$ cat src/rtl/nibble_serial_adder.sv
// nibble_serial_adder: WIDTH-bit adder (WIDTH = 4*NIBBLES) built around a single 4-bit
// carry-lookahead slice, one nibble per clock with the carry registered between nibbles.
// Operands arrive on a valid/ready handshake. The result leaves on a valid/ready handshake
// NIBBLES clocks after acceptance.
// Optional build macro: NIBBLE_SERIAL_ADDER_OVF_EN adds the signed-overflow output ovf.
module nibble_serial_adder #(
  parameter int unsigned NIBBLES = 4
) (
  input  logic                 clk,
  input  logic                 rst_n,
  input  logic                 in_valid,
  output logic                 in_ready,
  input  logic [4*NIBBLES-1:0] a,
  input  logic [4*NIBBLES-1:0] b,
  input  logic                 c_in,
  output logic                 out_valid,
  input  logic                 out_ready,
  output logic [4*NIBBLES-1:0] sum,
  output logic                 c_out,
  output logic                 busy
`ifdef NIBBLE_SERIAL_ADDER_OVF_EN
  ,
  output logic                 ovf
`endif
);

  localparam int unsigned Width = 4 * NIBBLES;
  localparam int unsigned IdxW  = $clog2(NIBBLES);
  localparam logic [IdxW-1:0] LastIdx = IdxW'(NIBBLES - 1);

  typedef enum logic [1:0] {StIdle, StAdd, StDone} state_e;

  state_e            state_q, state_d;
  logic [Width-1:0]  a_q, a_d;
  logic [Width-1:0]  b_q, b_d;
  logic [Width-1:0]  sum_q, sum_d;
  logic [IdxW-1:0]   idx_q, idx_d;
  logic              carry_q, carry_d;
  logic              cout_q, cout_d;
`ifdef NIBBLE_SERIAL_ADDER_OVF_EN
  logic              ovf_q, ovf_d;
`endif

  logic              accept;
  logic              last_nibble;
  logic [3:0]        slice_a, slice_b, slice_sum;
  logic [3:0]        slice_g, slice_p;
  logic [4:0]        slice_c;

  assign accept      = in_valid && (state_q == StIdle);
  assign last_nibble = (idx_q == LastIdx);

  // State register.
  always_ff @(posedge clk or negedge rst_n) begin
    if (!rst_n) begin
      state_q <= StIdle;
    end else begin
      state_q <= state_d;
    end
  end

  // Next-state logic: one ADD cycle per nibble, then hold in DONE until the consumer takes it.
  always_comb begin
    state_d = state_q;
    unique case (state_q)
      StIdle:  if (accept) state_d = StAdd;
      StAdd:   if (last_nibble) state_d = StDone;
      StDone:  if (out_ready) state_d = StIdle;
      default: state_d = StIdle;
    endcase
  end

  // Handshake and status outputs decoded from the state.
  always_comb begin
    in_ready  = (state_q == StIdle);
    out_valid = (state_q == StDone);
    busy      = (state_q != StIdle);
    sum       = sum_q;
    c_out     = cout_q;
`ifdef NIBBLE_SERIAL_ADDER_OVF_EN
    ovf       = ovf_q;
`endif
  end

  // Select the current nibble of each latched operand.
  always_comb begin
    slice_a = 4'h0;
    slice_b = 4'h0;
    for (int i = 0; i < int'(NIBBLES); i++) begin
      if (idx_q == IdxW'(i)) begin
        slice_a = a_q[4*i +: 4];
        slice_b = b_q[4*i +: 4];
      end
    end
  end

  // 4-bit carry-lookahead slice: every carry is a flat sum of generate/propagate products.
  always_comb begin
    slice_g    = slice_a & slice_b;
    slice_p    = slice_a ^ slice_b;
    slice_c[0] = carry_q;
    slice_c[1] = slice_g[0] | (slice_p[0] & carry_q);
    slice_c[2] = slice_g[1] | (slice_p[1] & slice_g[0]) | (slice_p[1] & slice_p[0] & carry_q);
    slice_c[3] = slice_g[2] | (slice_p[2] & slice_g[1]) | (slice_p[2] & slice_p[1] & slice_g[0])
               | (slice_p[2] & slice_p[1] & slice_p[0] & carry_q);
    slice_c[4] = slice_g[3] | (slice_p[3] & slice_g[2]) | (slice_p[3] & slice_p[2] & slice_g[1])
               | (slice_p[3] & slice_p[2] & slice_p[1] & slice_g[0])
               | (slice_p[3] & slice_p[2] & slice_p[1] & slice_p[0] & carry_q);
    slice_sum  = slice_p ^ slice_c[3:0];
  end

  // Datapath next state: latch operands on accept, fold one nibble per ADD cycle.
  always_comb begin
    a_d     = a_q;
    b_d     = b_q;
    sum_d   = sum_q;
    idx_d   = idx_q;
    carry_d = carry_q;
    cout_d  = cout_q;
`ifdef NIBBLE_SERIAL_ADDER_OVF_EN
    ovf_d   = ovf_q;
`endif
    unique case (state_q)
      StIdle: begin
        if (accept) begin
          a_d     = a;
          b_d     = b;
          carry_d = c_in;
          idx_d   = '0;
        end
      end
      StAdd: begin
        for (int i = 0; i < int'(NIBBLES); i++) begin
          if (idx_q == IdxW'(i)) begin
            sum_d[4*i +: 4] = slice_sum;
          end
        end
        carry_d = slice_c[4];
        if (last_nibble) begin
          idx_d  = '0;
          cout_d = slice_c[4];
`ifdef NIBBLE_SERIAL_ADDER_OVF_EN
          // Top bit of the result is bit 3 of the final slice sum.
          ovf_d  = (a_q[Width-1] == b_q[Width-1]) && (slice_sum[3] != a_q[Width-1]);
`endif
        end else begin
          idx_d = idx_q + 1'b1;
        end
      end
      default: ;
    endcase
  end

  // Datapath registers; reset clears everything so an aborted operation leaves no result.
  always_ff @(posedge clk or negedge rst_n) begin
    if (!rst_n) begin
      a_q     <= '0;
      b_q     <= '0;
      sum_q   <= '0;
      idx_q   <= '0;
      carry_q <= 1'b0;
      cout_q  <= 1'b0;
`ifdef NIBBLE_SERIAL_ADDER_OVF_EN
      ovf_q   <= 1'b0;
`endif
    end else begin
      a_q     <= a_d;
      b_q     <= b_d;
      sum_q   <= sum_d;
      idx_q   <= idx_d;
      carry_q <= carry_d;
      cout_q  <= cout_d;
`ifdef NIBBLE_SERIAL_ADDER_OVF_EN
      ovf_q   <= ovf_d;
`endif
    end
  end

endmodule

$ cat config.mk
export PLATFORM = sky130hd
export DESIGN_NAME = nibble_serial_adder
export DESIGN_NICKNAME = d
export VERILOG_FILES = /design/src/rtl/nibble_serial_adder.sv
export SDC_FILE = /design/constraint.sdc
export NUM_CORES = 1
export LEC_CHECK = 0
export CAP_MARGIN = 20
export CORE_ASPECT_RATIO = 0.7
export CORE_MARGIN = 5
export CORE_UTILIZATION = 50
export DETAILED_ROUTE_END_ITERATION = 10
export GPL_TIMING_DRIVEN = 0
export PLACE_DENSITY = 0.79
export SYNTH_ARGS = -nofsm -noshare
export SYNTH_HDL_FRONTEND = slang
export SYNTH_SLANG_ARGS = --single-unit
$ cat constraint.sdc
create_clock -name clk -period 8.6 [get_ports clk]
set_clock_uncertainty 0.2 [all_clocks]
set_input_delay 1.72 -clock clk [delete_from_list [all_inputs] [get_ports clk]]
set_output_delay 1.72 -clock clk [all_outputs]
set_load 0.02 [all_outputs]
# Yosys cells after proc, flatten, opt, wreduce, memory -nomap -nowiden
# Index checks and enable logic that the tools add are counted.
[totals]
regBits = 54
in_bits = 37
output_inout_bits = 20
wordCells = 77
[op_classes]
addsub = 1
n_eq_ne = 8
mux = 17
n_bitwise = 29
reduce_logical = 12
[op_table]
columns = ["op", "n"]
rows = [
  ["4-bit 2-to-1 mux", 8],
  ["1-bit AND", 16],
  ["2-bit AND reduction", 6],
  ["2-bit 2-to-1 mux", 5],
  ["1-bit OR", 10],
  ["4-bit XOR", 2],
  ["2-bit == test, second input constant", 3],
  ["2-bit case mux with 3 select lines", 1],
  ["4-bit AND", 1],
  ["2-bit by 1-bit == test with 1-bit output, second input constant", 2],
  ["2-bit logical NOT", 2],
  ["2-bit by 1-bit != test with 1-bit output, second input constant", 2],
  ["2-bit case mux with 2 select lines", 1],
  ["2-bit nonzero test", 2],
  ["3-bit AND reduction", 1],
  ["2-bit by 1-bit adder with 2-bit output, second input constant", 1],
  ["2-bit != test, second input constant", 1],
  ["1-bit case mux with 2 select lines", 1],
  ["1-bit logical AND", 1],
  ["1-bit 2-to-1 mux", 1],
]

# Logic depth before layout (Yosys ltp)
[depth]
ltp_word = 12
mapped_depth = 12
ltp_nobuf = 11

# Least setup slack after synthesis
# Ideal clock, no wire load.
[synth_path]
kind = "reg-to-reg"
start = "register idx_q[0]"
end = "register sum_q[11], in the netlist sum[11]"
setup_time_ps = 132
arrival_ps = 2531
t_required_ps = 8268
path_slack_ps = 5737
path_stages_with_launch = 11
path_buffers = 0
synth_period_minus_slack_ps = 2863
cell_sequence = "dfrtp_1 -> inv_1 -> ha_1 -> nor2b_1 -> a221oi_1 -> o31ai_1 -> ha_1 -> a211o_1 -> a21oi_1 -> xor2_1 -> o21ai_0"
[synth_between]
elab_chain_cells = 11
word_cells_on_any_way = 24
classes_between = "eq/ne (3); mux (8); bitwise (11); reduce/logical (2)"
[synth_rtl]
columns = ["item", "line_no", "source"]
rows = [
  ["start, declared", "37", "logic [IdxW-1:0] idx_q, idx_d;"],
  ["start signal, assigned", "170", "idx_q <= idx_d;"],
  ["2-bit logical NOT", "90", "if (idx_q == IdxW'(i)) begin"],
  ["4-bit 2-to-1 mux (4 in series)", "90", ""],
  ["4-bit XOR or 4-bit AND (tied branches)", "100, 99", ""],
  ["1-bit AND, on equally long branches", "104, 105", ""],
  ["1-bit OR, or another cell as far along", "104", "slice_c[3] = slice_g[2] | (slice_p[2] & slice_g[1]) | (slice_p[2] & slice_p[1] & slice_g[0])"],
  ["1-bit OR or 1-bit AND (tied branches)", "104, 105", ""],
  ["1-bit OR", "105", "| (slice_p[2] & slice_p[1] & slice_p[0] & carry_q);"],
  ["4-bit XOR", "109", "slice_sum = slice_p ^ slice_c[3:0];"],
  ["end signal, assigned", "169", "sum_q <= sum_d;"],
  ["end, declared", "36", "logic [Width-1:0] sum_q, sum_d;"],
]
# Several ways; a longest one is shown, not always the timed one.
# A chain may end at the register's enable or synchronous reset.

# Worst setup path in the final report
[layout_path]
start = "register state_q[1]"
end = "output in_ready"
[layout_between]
elab_chain_cells = 1
[layout_rtl]
columns = ["item", "line_no", "source"]
rows = [
  ["start, declared", "33", "state_e state_q, state_d;"],
  ["start signal, assigned", "56", "state_q <= StIdle;"],
  ["start signal, assigned", "58", "state_q <= state_d;"],
  ["2-bit logical NOT", "75", "in_ready = (state_q == StIdle);"],
  ["end, declared", "12", "output logic in_ready,"],
]
# No other way between the ends.

==> summary by stage <==
Logic synthesis
The top cell type's share of synthesized area is 51.4%. Synthesis instantiated 30 different standard cells from the library. Ranked by instance count, the synthesized netlist is headed by 54 x dfrtp_1, 30 x mux2_4, 27 x nand2_1. The async set-or-reset flop fraction in the synthesized netlist is 100%. Yosys instantiated no cell more often than dfrtp_1. The count of warnings emitted by yosys is 0. The post-synthesis xor/xnor area fraction is 1.00%. The commonest register cell after synthesis is dfrtp_1. Summed over all instances, the cell type with the most area after synthesis is dfrtp_1. The number of nets handed over by synthesis was ~250. The instance count of the mapped netlist is approximately 200. In the post-synthesis netlist, the biggest area contributors are dfrtp_1 51%, mux2_4 17%, nand2_1 3.9%. The synthesized area is between 2000 and 3000 um2. In this run the mean area of a mapped cell was ~13 um2. The synthesized netlist devotes 4.57% of its cell area to adder and majority cells. Summing the areas of all compound-gate instances in the mapped netlist gives 10.3% of the synthesized area. Yosys mapped a number of flops with a built-in enable equal to 0. The synthesized netlist devotes 8.28% of its cell area to simple gates. The multiplexer share of the synthesized area is 20.1%.

The register area share after synthesis is 51.4%. After synthesis the netlist holds a flip-flop and latch count of 54. After synthesis, the largest family of logic cells by area is multiplexers.

Global route
The number of antenna violations at the first check in global routing came to 0. The number of global-route vias before repair is 1858. The global routing stage identified its most utilized layer as met2. For this run, the total global-route usage over all layers was measured as 17.2%. For met3 alone, demand over resource in global routing was 4.93%. The total grt overflow is 0.

Global routing used 24.6% of the available met1 tracks. The met2 usage is between 20% and 30%. Entering global routing, the biggest net connects 33 pins. The first global-routing pass estimated 9440 um of wire.

Clock tree
The TritonCTS buffer count is 5. The total of cells resized after clock tree synthesis is 0. The number of hold buffers added after CTS was 0. After clock tree synthesis, the clock-pin slew on the worst setup and hold paths is ~100 ps. The clock drives 54 sinks. The number of post-CTS setup repair buffers is 0.

The clock latency reported for the late side of the worst-skew pair is 320 ps. The CTS tree is yes. The buffer depth of the longest clock path is 2. The library cell used as clock root buffer is clkbuf_8.

The H-tree depth is 2.

Timing
Setup repair after global routing left no endpoint under its margin. The maximum clock frequency is 278 MHz. Dividing the final minimum period by the clock period gives roughly two fifths.

The number of hold violations in the final report came to 0. At the pin with the least slew margin, the transition time is 541 ps. Adding up every negative setup slack in the final design gives 0 ps. Subtracting the final worst setup slack from the clock period gives 3600 ps. The worst pin sits at a relative slew slack of 63.8%.

The number of max-slew violations in the final report is 0. The minimum setup slack in the final design is 5000 ps. The final setup violation count is 0.

The final hold slack is 292 ps.

Place
The number of port buffers is 56. The final weighted congestion in routability-driven placement is 0.715. After legalization and detailed placement, the total HPWL measured 4210 um.

OpenSTA, run right after detailed placement, puts the worst setup slack at 5050 ps.

Run status
The flow ran to the end, and the final reports show no timing, DRC or antenna violations.

Floorplan
The floorplan step defined a die boundary enclosing 6830 um2. The initial utilization of the core area, before any placement, comes to between 50% and 60%. Measured along the y axis, the die boundary spans 70.7 um. The floorplan has 22 rows. The floorplan step set the die width to 96.7 um. The core footprint is 5170 um2. Pin placement for this block handled 57 I/O pins.

Route
The wire length after detailed routing is 5670 um. The first routing iteration left 71 violations. The detailed-route vias per instance is 5.31. The number of detailed-routing iterations run before antenna repair is 4.

The antenna violation net count after detailed routing is 0. The total number of vias is 1823. The remaining routing DRC violations is 0.

The routed wire length per instance is 16.5 um.

Critical path
The data arrival time of the critical path is 1680 ps. The type of the worst setup path is reg -> out. Data on the critical path is required at its endpoint by 6680 ps. In this run the worst path has a maximum fanout of 7. The worst setup path is captured at an output port. The worst setup path is launched from a flip-flop.

Power and ir drop
Across the VDD grid, the largest voltage drop is 0.170 mV. The cell area power density is 422 nW/um2. The standby leakage power is 1.50 nW.

Job
The tool flagged a number of max-cap violations equal to 0.

Layout
The share of post-route cells with drive strength above 1 is between 10% and 20%. The area growth from synthesis to layout is 29.7%. The net count reported at finish is 316. The layout has 420 filler cells. The number of antenna cells inserted is 0.

Hold path
The class of the tightest hold or removal check is reg -> reg.
-- routing by layer --
metal  vias up  part of all wire [%]
met2        52                    45
met5         -                     0
met4         0                  0.56
li1        854                     -
met3         5                   5.3
met1       912                    49
-- flip-flops by register name, summed over array words and instances, names as in the netlist --
| register | count |
|---|---|
| a_q | 16 |
| b_q | 16 |
| c_out | 1 |
| carry_q | 1 |
| idx_q | 2 |
| state_q | 2 |
| sum | 16 |
-- cell usage in the layout (no fill, tap or decap), types with 4 or more instances in the layout --
cell,n
dfrtp_1,54
ha_1,8
a21oi_1,8
mux2_2,6
o31ai_1,7
o21ai_0,17
mux2_4,30
a221oi_1,7
nand2_1,27
inv_1,5
buf_12,4
clkbuf_8,5
nor2b_1,8
clkdlybuf4s50_1,55
-- critical path, stage by stage, from the launching register on --
cell             delay (ps)
dfrtp_1                 460
or2_4                   260
inv_2                    60
clkdlybuf4s50_1         590
-- cell families after synthesis --
| kind of cell | count (synthesis) |
|---|---|
| xor+xnor | 3 |
| flops | 54 |
| mux | 37 |
| buf+inv | 15 |
| fa+ha+maj | 9 |
| compound gates | 43 |
| simple gates | 45 |
-- report_power, final --
part / total (W) / internal, W / switching (W) / leakage (nW)
logic: 0.000799 / 0.000403 / 0.000397 / 0.788
clock network: 0.000176 / 0.0000883 / 0.0000877 / 0.0587
registers: 0.000466 / 0.000383 / 0.0000822 / 0.651
total: 0.00144 / 0.000874 / 0.000567 / 1.50
-- cell type report --
class                   count  area (um2)  area share [%]
clock buffers               5        68.8            2.02
inverters                   6        22.5           0.660
flip-flops and latches     54        1350            39.6
repair buffers             57         576            16.9
multi-input cells         137        1160            34.1
clock inverters             3        47.5            1.39
well taps                  72        90.1            2.64
plain buffers               9        91.3            2.68
-- stage by stage --
| stage | utilization, % | std cells | total power [W] | cell area (um2) |
|---|---|---|---|---|
| after floorplan | - | 206 | 0.00100 | 2630 |
| after global placement | 63.4 | 334 | 0.00124 | 3280 |
| after detailed placement | 63.7 | 335 | 0.00127 | 3290 |
| after CTS | 65.9 | 343 | 0.00145 | 3410 |
| after global routing | 65.9 | 343 | 0.00154 | 3410 |
| final | 65.9 | 343 | 0.00144 | 3410 |
-- path summary, 6_finish.rpt --
kind	from	endpoint	slack [ps]	cells past startpoint
worst max-delay path	state_q[1]$_DFFE_PN0P_	in_ready	5000	3
worst min-delay path	sum[5]$_DFFE_PN0P_	sum[5]$_DFFE_PN0P_	290	2
worst max register to register	idx_q[0]$_DFFE_PN0P_	sum[7]$_DFFE_PN0P_	5020	10
worst min register to register	sum[5]$_DFFE_PN0P_	sum[5]$_DFFE_PN0P_	290	2
max in group asynchronous	rst_n	b_q[7]$_DFFE_PN0P_	6470	2
min in group asynchronous	rst_n	sum[11]$_DFFE_PN0P_	1170	1
No activity file was read; power rests on OpenSTA's default activity.
